**config.mk**
```make
export PLATFORM = sky130hd
export DESIGN_NAME = seg_scan_capture
export DESIGN_NICKNAME = d
export VERILOG_FILES = /design/src/rtl/seg_scan_capture.sv
export SDC_FILE = /design/constraint.sdc
export NUM_CORES = 1
export LEC_CHECK = 0
export BUFFER_PORTS_ARGS = -buffer_cell sky130_fd_sc_hd__buf_4
export CAP_MARGIN = 15
export CORE_UTILIZATION = 30
export DETAILED_ROUTE_END_ITERATION = 10
export SYNTH_ARGS = -nofsm -noshare
export SYNTH_HDL_FRONTEND = slang
export SYNTH_SLANG_ARGS = --single-unit
```
**constraint.sdc**
```tcl
create_clock -name Clk -period 4.6 [get_ports Clk]
set_clock_uncertainty 0.15 [all_clocks]
set_input_delay 0 -clock Clk [delete_from_list [all_inputs] [get_ports Clk]]
set_output_delay 0 -clock Clk [all_outputs]
set_load 0.05 [all_outputs]
```
**src/rtl/seg_scan_capture.sv**
```systemverilog
// seg_scan_capture
//   Reader end of a multiplexed 4-digit, active-low 7-segment display bus.
//   All four inputs pass through one register stage before use. Each digit
//   slot is captured once its select, segment and decimal-point lines have
//   held the same value for STABLE_CYCLES consecutive samples. The segment
//   pattern is then decoded back to a hex nibble and the slot is marked in a
//   capture mask. When all four slots have been captured, the shadow values
//   are published together with a one-cycle Frame_Valid pulse.
//
//   Optional feature (macro SSC_TIMEOUT_EN): a stall watchdog. If no slot
//   is captured for TIMEOUT_CYCLES cycles, Scan_Stall is set and the partial
//   frame is dropped.
//
// Ports
//   Clk          system clock, rising edge
//   Reset_n      synchronous active-low reset
//   Dig_n[3:0]   digit selects, active-low, bit0 = D1 .. bit3 = D4
//   Seg_n[6:0]   segments, active-low, bit0 = A .. bit6 = G
//   Dp_n         decimal point, active-low
//   Clr          one-cycle pulse that clears the sticky error flags
//   Digits[15:0] last complete frame, [3:0] = D1 .. [15:12] = D4
//   Known[3:0]   per digit, 1 = pattern was a valid hex glyph
//   Dp[3:0]      per digit decimal point, active-high
//   Frame_Valid  one-cycle pulse when Digits/Known/Dp update
//   Scan_Stall   sticky stall flag (only with SSC_TIMEOUT_EN)
//   Err_Multi    sticky: more than one digit select was low in one sample
module seg_scan_capture #(
  parameter int STABLE_CYCLES  = 4,
  parameter int TIMEOUT_CYCLES = 1024
) (
  input  logic        Clk,
  input  logic        Reset_n,
  input  logic [3:0]  Dig_n,
  input  logic [6:0]  Seg_n,
  input  logic        Dp_n,
  input  logic        Clr,
  output logic [15:0] Digits,
  output logic [3:0]  Known,
  output logic [3:0]  Dp,
  output logic        Frame_Valid,
`ifdef SSC_TIMEOUT_EN
  output logic        Scan_Stall,
`endif
  output logic        Err_Multi
);

  if (STABLE_CYCLES < 1 || STABLE_CYCLES > 255) begin : g_bad_stable
    $error("seg_scan_capture: STABLE_CYCLES must be in 1..255");
  end
  if (TIMEOUT_CYCLES < 2) begin : g_bad_timeout
    $error("seg_scan_capture: TIMEOUT_CYCLES must be at least 2");
  end

  localparam logic [7:0] STABLE_L = 8'(STABLE_CYCLES);

  typedef enum logic [1:0] {IDLE, TRACK, HELD} state_t;

  // Active-high pattern {G..A} -> {known, nibble}. Unrecognised patterns,
  // blank included, decode to nibble 0 with known cleared.
  function automatic logic [4:0] decode(input logic [6:0] pat);
    case (pat)
      7'h3F:   decode = 5'h10;
      7'h06:   decode = 5'h11;
      7'h5B:   decode = 5'h12;
      7'h4F:   decode = 5'h13;
      7'h66:   decode = 5'h14;
      7'h6D:   decode = 5'h15;
      7'h7D:   decode = 5'h16;
      7'h07:   decode = 5'h17;
      7'h7F:   decode = 5'h18;
      7'h6F:   decode = 5'h19;
      7'h77:   decode = 5'h1A;
      7'h7C:   decode = 5'h1B;
      7'h39:   decode = 5'h1C;
      7'h5E:   decode = 5'h1D;
      7'h79:   decode = 5'h1E;
      7'h71:   decode = 5'h1F;
      default: decode = 5'h00;
    endcase
  endfunction

  // Input sample stage
  logic [3:0] dig_q;
  logic [6:0] seg_q;
  logic       dp_q;
  logic       clr_q;

  // Tracker state: the sample currently being timed
  state_t     state;
  logic [7:0] cnt;
  logic [3:0] dig_l;
  logic [6:0] seg_l;
  logic       dp_l;

  // Frame assembly
  logic [3:0] mask;
  logic [3:0] sh_nib [4];
  logic [3:0] sh_known;
  logic [3:0] sh_dp;

  // Per-sample decisions
  logic [2:0] nlow;
  logic       onehot;
  logic       multi;
  logic       same;
  logic       start;
  logic       capture;
  logic [1:0] cap_idx;
  logic [3:0] cap_bit;
  logic [3:0] dec_nib;
  logic       dec_known;

  // NOTE: every signal gets a default before any conditional assignment, so
  // no path leaves one unassigned and no latch is inferred.
  always_comb begin
    nlow    = 3'd0;
    cap_idx = 2'd0;
    for (int k = 0; k < 4; k++) begin
      nlow = nlow + {2'b00, ~dig_q[k]};
      if (!dig_q[k]) cap_idx = 2'(k);
    end
    onehot  = (nlow == 3'd1);
    multi   = (nlow > 3'd1);
    cap_bit = ~dig_q;
    same    = (dig_q == dig_l) && (seg_q == seg_l) && (dp_q == dp_l);
    // A new slot starts timing when the tracker was idle or the lines moved.
    start   = onehot && (state == IDLE || !same);
    // The first sample already counts as one, so STABLE_CYCLES=1 captures
    // on the start cycle itself.
    capture = (start && STABLE_L == 8'd1) ||
              (onehot && same && state == TRACK && (cnt + 8'd1) == STABLE_L);
    {dec_known, dec_nib} = decode(~seg_q);
  end

`ifdef SSC_TIMEOUT_EN
  localparam int TW = $clog2(TIMEOUT_CYCLES);
  logic [TW-1:0] tcnt;
  logic          stall_hit;
  assign stall_hit = !capture && (tcnt == TW'(TIMEOUT_CYCLES - 1));
`endif

  // NOTE: the shadow slots have no reset; the capture mask guarantees each
  // one is rewritten before it is ever published.
  always_ff @(posedge Clk) begin
    if (capture) begin
      sh_nib[cap_idx]   <= dec_nib;
      sh_known[cap_idx] <= dec_known;
      sh_dp[cap_idx]    <= ~dp_q;
    end
  end

  // NOTE: all state here uses non-blocking <=, so every decision below sees
  // the values from before this edge; blocking = would leak updates forward.
  always_ff @(posedge Clk) begin
    if (!Reset_n) begin
      dig_q       <= 4'hF;
      seg_q       <= 7'h7F;
      dp_q        <= 1'b1;
      clr_q       <= 1'b0;
      state       <= IDLE;
      cnt         <= 8'd0;
      dig_l       <= 4'hF;
      seg_l       <= 7'h7F;
      dp_l        <= 1'b1;
      mask        <= 4'h0;
      Digits      <= 16'h0000;
      Known       <= 4'h0;
      Dp          <= 4'h0;
      Frame_Valid <= 1'b0;
      Err_Multi   <= 1'b0;
`ifdef SSC_TIMEOUT_EN
      tcnt        <= '0;
      Scan_Stall  <= 1'b0;
`endif
    end else begin
      dig_q       <= Dig_n;
      seg_q       <= Seg_n;
      dp_q        <= Dp_n;
      clr_q       <= Clr;
      Frame_Valid <= 1'b0;

      // A same-cycle set wins over Clr.
      if (multi)      Err_Multi <= 1'b1;
      else if (clr_q) Err_Multi <= 1'b0;

      // Tracker
      if (!onehot) begin
        state <= IDLE;
      end else if (start) begin
        dig_l <= dig_q;
        seg_l <= seg_q;
        dp_l  <= dp_q;
        cnt   <= 8'd1;
        state <= capture ? HELD : TRACK;
      end else if (state == TRACK) begin
        cnt <= cnt + 8'd1;
        if (capture) state <= HELD;
      end

      // A full mask is published one cycle after the capture that filled
      // it; a capture landing on that same cycle opens the next frame.
      if (mask == 4'hF) begin
        Digits      <= {sh_nib[3], sh_nib[2], sh_nib[1], sh_nib[0]};
        Known       <= sh_known;
        Dp          <= sh_dp;
        Frame_Valid <= 1'b1;
        mask        <= capture ? cap_bit : 4'h0;
      end else if (capture) begin
        mask <= mask | cap_bit;
      end
`ifdef SSC_TIMEOUT_EN
      else if (stall_hit) begin
        mask <= 4'h0;
      end

      if (capture)        tcnt <= '0;
      else if (stall_hit) tcnt <= '0;
      else                tcnt <= tcnt + 1'b1;

      if (stall_hit)  Scan_Stall <= 1'b1;
      else if (clr_q) Scan_Stall <= 1'b0;
`endif
    end
  end

endmodule

```
==> metrics, run 1 <==
Max Fclk=0.283 GHz; total of warnings raised by yosys=0; layout cell share with drive strength beyond 1=0.159; crit-path max FO=8; FF-to-FF End=sh_nib[3][2]; most instantiated library cell after synthesis=dfxtp_1; Syn Nets=416; WP data required=4.43 ns; CP endpoint kind=flip-flop; vias in the first global route=2776; dpl hpwl=5420 um; Worst Setup SP=dig_q[3]; total congestion overflow=0; initial antenna violation count=0; Mapped Cells=395; worst hold path startpoint=Dp[0]; Die Width=115 um; Synth Cell Area=3810 um^2; Sink Count=89; worst hold-check path type=flip-flop to flip-flop; Root Driver=clkbuf_16; Worst Hold Path EP=Dp[0]; Post-CTS Setup Repair Bufs=0; Power Total=1.80 mW; clk slew on worst S/H paths=0.07 ns; placed cells=577; Layout Cells excl Fill=620; outcome=complete, no violations; area grow syn2layout=26.4%; Max-slew headroom=0.320; first-pass GRT wire length=13300 um; post-route ant nets=0; GRT Resource Usage Total=0.131; RSZ-0062 raised after global routing=no; Post-route DRC=0; top cells by count, synth=65 x dfxtp_1, 59 x nand2_1, 40 x nor2_1; CP Launch Type=flip-flop; r2r setup slk=1.07 ns; worst r2r path cells=8; Critical Setup Path Class=flip-flop to flip-flop; DRT iter0 DRCs=217; via count=2941; Fillers=1246; Vias/cell=4.74; Ports=41; min Tclk post-route=3.53 ns; total wire length=7890 um; pwr dens=374 nW/um^2; CTS Buf Count=9; # nets final=468; largest area contributor in the netlist=dfxtp_1; pin count of the biggest net entering global routing=56; Setup TNS=0 ns; Final Max Slew Viols=0; initial core utilization=0.312; Avg WL per Cell=12.7 um; port bufs=40; reg2reg start=dig_q[3]; Inserted Diodes=0; EDFF count, synth=24; Place WS=1.04 ns; Post-synth ARST share=0; full die area=13200 um^2; leakage power=1.71 nW; register bit total from synthesis=89; synthesized area per cell=9.65 um^2; core area=12200 um^2; Worst Slack Setup Final=1.07 ns; Max clock buf depth=2; Tcrit/Tclk final=0.768; Distinct cells, synth=53; Die Y=115 um; post-synth top area share=0.342; VDD IR max=0.212 mV; RePlAce Congestion=0.755; CTS tree=built; Slew @ Worst Pin=1.01 ns; Clock Latency Late Sink=0.34 ns; prevailing post-synth register cell=dfxtp_1; Worst Path Arrival=3.36 ns; Max Cap Viol=0; Cells on Worst Hold Path=2; H-tree levels=3; first drt pass iteration count=4; Area contributors post-synth=dfxtp_1 34%, edfxtp_1 19%, nand2_1 5.8%; sequential area share after synthesis=0.531; Rows=40; final setup vio count=0; Fin. Hold Viols=0
[cell type report]
cell class | instances | area (um^2) | share of cell area
clock inverter | 5 | 63.8 | 0.0133
timing repair buffer | 68 | 578 | 0.120
multi-input combinational | 271 | 1640 | 0.340
sequential | 89 | 2020 | 0.420
inverter | 8 | 30.0 | 0.00624
clock buffer | 11 | 275 | 0.0572
tap | 168 | 210 | 0.0436
[per-stage QoR]
step	utilization	hold slack, ns	area [um^2]
after floorplan	-	-0.0485	3810
after global placement	0.344	0.0350	4210
after detailed placement	0.344	0.0360	4210
after CTS	0.394	0.308	4820
after global routing	0.394	0.327	4820
final	0.394	0.306	4820
[repair_timing]
action,CTS,global route
resized for setup,0,0
endpoints found under the hold margin,19,0
hold buffers,27,0
[logic make-up after synthesis]
logic type                 Yosys count  share of synthesized area
and+or+nand+nor                    170                      0.227
DFF                                 89                      0.531
AOI/OAI and AO/OA                   67                      0.113
buffers and inverters               35                     0.0397
xor gates and xnor gates            16                     0.0368
muxes                               12                     0.0315
adders and majority gates            6                     0.0217
[worst max-delay path: stages, from the launching register on]
cell     delay (ns)
dfxtp_1        0.48
fa_1           0.46
inv_1          0.06
ha_1           0.17
inv_1          0.05
ha_1           0.28
or3b_2         0.51
nor4_2         0.48
nor2b_1        0.54
[cell usage in the layout, fill, tap and decap left out, types with 2 or more instances in the layout]
master,count
nor2b_1,2
o21a_1,3
xor2_1,15
o21ai_2,4
nand2_1,59
nand3_1,10
a2bb2oi_1,3
or3b_2,2
nor4_1,3
dlygate4sd3_1,27
nor4_2,4
a311o_1,4
nand4_1,8
ha_1,5
nand2b_1,16
inv_1,7
and4_1,2
inv_6,2
nor2_1,40
o31a_1,2
a21oi_1,29
a211oi_1,2
or3_1,3
buf_4,41
o21ai_1,2
o21ai_0,9
clkbuf_16,11
mux2i_1,12
a21o_1,2
dfxtp_1,65
and3_1,3
edfxtp_1,24
nand3b_1,4
nor3_1,5
[sequential cells by signal, summed over array words and instances (netlist names)]
name / flops
Digits: 16
Dp: 4
Err_Multi: 1
Frame_Valid: 1
Known: 4
clr_q: 1
cnt: 8
dig_l: 4
dig_q: 4
dp_l: 1
dp_q: 1
mask: 4
seg_l: 7
seg_q: 7
sh_dp: 4
sh_known: 4
sh_nib: 16
state: 2
[where the power goes]
group	switching [mW]	internal (mW)
logic	0.0728	0.0673
clock network	0.318	0.494
registers	0.0293	0.819
[per-layer routing]
metal	routed length (um)	track usage	vias to the layer above
li1	-	-	1479
met1	3740	0.159	1402
met2	3750	0.220	54
met3	318	0.0365	6
met4	82	0.0476	0
met5	0	0	-
[how the worst max path moves through the flow]
stage	endpoint	cells past startpoint
3_3_place_gp	sh_nib[3][2]	8
3_5_place_dp	sh_nib[3][2]	8
2_1_floorplan	sh_dp[3]	8
4_1_cts	sh_nib[3][2]	8
6_report	sh_nib[3][2]	8
5_1_grt	sh_nib[3][2]	8
Note: power is estimated with default switching activity, not from simulation.
==> run 2, diff against run 1 <==
==> constraint.sdc (replaced) <==
create_clock -name Clk -period 2.95 [get_ports Clk]
set_clock_uncertainty 0.15 [all_clocks]
set_input_delay 0 -clock Clk [delete_from_list [all_inputs] [get_ports Clk]]
set_output_delay 0 -clock Clk [all_outputs]
set_load 0.05 [all_outputs]
==> run 2 against run 1 <==
Cell count is 3.5% higher. Clock power is 40% higher. Core utilization is 1.6 points higher. Critical path depth stayed put. Clock-buffer cell count is 1 lower. Sequential power is 53% higher. First-iteration DRC count is 5.1% lower. Sequential share of layout area is 1.6 points lower. Worst setup slack worse by 1.1 ns. Power is 52% higher. Critical path type unchanged.
==> metrics, run 2 (synthesis results as in run 1) <==
CP Launch Type=flip-flop; port bufs=40 (unchanged); total wire length=8120 um (+2.9%); CP endpoint kind=flip-flop; layout cell share with drive strength beyond 1=0.228 (+0.0686); Clock Latency Late Sink=0.34 ns (about the same); Worst Hold Path EP=Digits[3]; outcome=complete, no violations; initial antenna violation count=0 (unchanged); commonest cells after routing, fill and taps aside=62 x dfxtp_1, 62 x buf_4, 59 x nand2_1; WP data required=2.83 ns (-1.60 ns); Die Width=115 um (unchanged); Final Max Slew Viols=0 (unchanged); Root Driver=clkbuf_16; Max Fclk=0.340 GHz (+20%); Place WS=-0.0511 ns (-1.09 ns); Post-route DRC=0 (unchanged); Ports=41 (unchanged); Setup TNS=0 ns (unchanged); Tcrit/Tclk final=0.998 (+0.231); Max Cap Viol=0 (unchanged); Hold Worst Slack=0.303 ns (-0.00211 ns); RSZ-0062 raised after global routing=yes; Cells on Worst Hold Path=2 (unchanged); RePlAce Congestion=0.762 (+0.89%); Critical Setup Path Class=flip-flop to flip-flop; CTS Buf Count=9 (unchanged); clk slew on worst S/H paths=0.07 ns (about the same); area grow syn2layout=31.7%; Worst Setup SP=dig_q[3]; Net Sw Frac=0.248 (+0.0145); fin util=0.411 (+0.0164); Worst Slack Setup Final=0.00509 ns (-1.06 ns); first drt pass iteration count=4 (unchanged); pwr dens=546 nW/um^2 (+46%); full die area=13200 um^2 (unchanged); post-route ant nets=0 (unchanged); Die Y=115 um (unchanged); min Tclk post-route=2.94 ns (-0.587 ns); Layout Cells excl Fill=642 (+3.5%); Max clock buf depth=2 (unchanged); total congestion overflow=0 (unchanged); Fin. Hold Viols=0 (unchanged); vias in the first global route=2837 (+2.2%); core area=12200 um^2 (unchanged); Vias/cell=4.68 (-1.3%); VDD IR max=0.249 mV (+17%); Inserted Diodes=0 (unchanged); Logic pwr share=0.108 (+0.030); Sink Count=89 (unchanged); worst r2r path cells=8 (unchanged); Rows=40 (unchanged); Pint=2.06 mW (+49%); H-tree levels=3 (unchanged); Seq pwr share=0.476 (+0.005); Worst Path Arrival=2.83 ns (-0.53 ns); reg2reg start=dig_q[3]; pin count of the biggest net entering global routing=50 (-11%); first-pass GRT wire length=13500 um (+0.93%); leakage power=1.81 nW (+5.6%); worst hold-check path type=flip-flop to flip-flop; Clk pwr share=0.416 (-0.035); dpl hpwl=5740 um (+5.8%); final setup vio count=0 (unchanged); crit-path max FO=6 (-2); GRT Resource Usage Total=0.132 (+0.000949); DRT iter0 DRCs=206 (-5.1%); Slew @ Worst Pin=0.697 ns (-0.310 ns); r2r setup slk=0.005 ns (-1.06 ns); placed cells=597 (+3.5%); # nets final=490 (+4.7%); Sw Pwr=678 uW (+62%); Avg WL per Cell=12.6 um (-0.62%); worst hold path startpoint=Digits[3]; initial core utilization=0.312 (unchanged); FF-to-FF End=sh_nib[1][1]; via count=3007 (+2.2%); CTS tree=built; largest registers=Digits x16, sh_nib x16, cnt x8; Max-slew headroom=0.535 (+0.215)
==> run 2: cell count changes in the layout (fill, tap and decap cells not counted), sizes merged <==
cell / change
clkinvlp: +1
inv: +1
clkbuf: -1
buf: +22
bufinv: -1
==> run 2: power groups by stage <==
| stage | logic [mW] | clock network (mW) | registers [mW] |
|---|---|---|---|
| finish | 0.295 | 1.14 | 1.30 |
| global route | 0.324 | 1.21 | 1.31 |
| CTS | 0.297 | 1.16 | 1.30 |
| detailed placement | 0.266 | 0 | 1.33 |
| global placement | 0.262 | 0 | 1.33 |
| floorplan | 0.166 | 0 | 1.33 |
==> run 2: critical path, stage by stage (launching register included) <==
cell and delay, ns:
dfxtp_2 0.33, fa_1 0.52, inv_1 0.04, ha_2 0.17
inv_2 0.06, ha_4 0.19, or3b_4 0.39, nor4_4 0.40
and4b_2 0.39
==> run 2: cell type report <==
type | instances | area [um^2]
flip-flops and latches | 89 | 2030
multi-input cells | 271 | 1690
clock buffers | 10 | 250
fillers | 1224 | 7200
repair buffers | 90 | 756
well taps | 168 | 210
inverters | 8 | 30.0
clock inverters | 6 | 51.3
==> run 2: how the worst max path moves through the flow <==
stage               depth (start not counted)      endpoint
floorplan                                   8      sh_dp[1]
global placement                            8  sh_nib[3][3]
detailed placement                          8      sh_dp[3]
CTS                                         8  sh_nib[3][0]
global route                                8      sh_dp[1]
finish                                      8  sh_nib[1][1]
==> run 2: stage by stage <==
step                      area (um^2)  power (mW)
after floorplan                  3830        1.50
after global placement           4390        1.59
after detailed placement         4390        1.60
after CTS                        4980        2.76
after global routing             5020        2.84
final                            5020        2.74
==> run 2: repair_timing <==
item                       CTS  global route
hold buffers                27             0
gates resized for setup      4             6
buffers inserted             1             1
setup endpoints to repair   24            32
hold endpoints to repair    21             0
pin swaps                    3             7
cloned                       0             0
==> run 2: routing by layer <==
| layer | vias up | part of all wire | GRT usage |
|---|---|---|---|
| met5 | - | 0 | 0 |
| met4 | 0 | 0.018 | 0.0537 |
| li1 | 1520 | - | - |
| met2 | 68 | 0.46 | 0.220 |
| met1 | 1406 | 0.49 | 0.167 |
| met3 | 13 | 0.037 | 0.0254 |
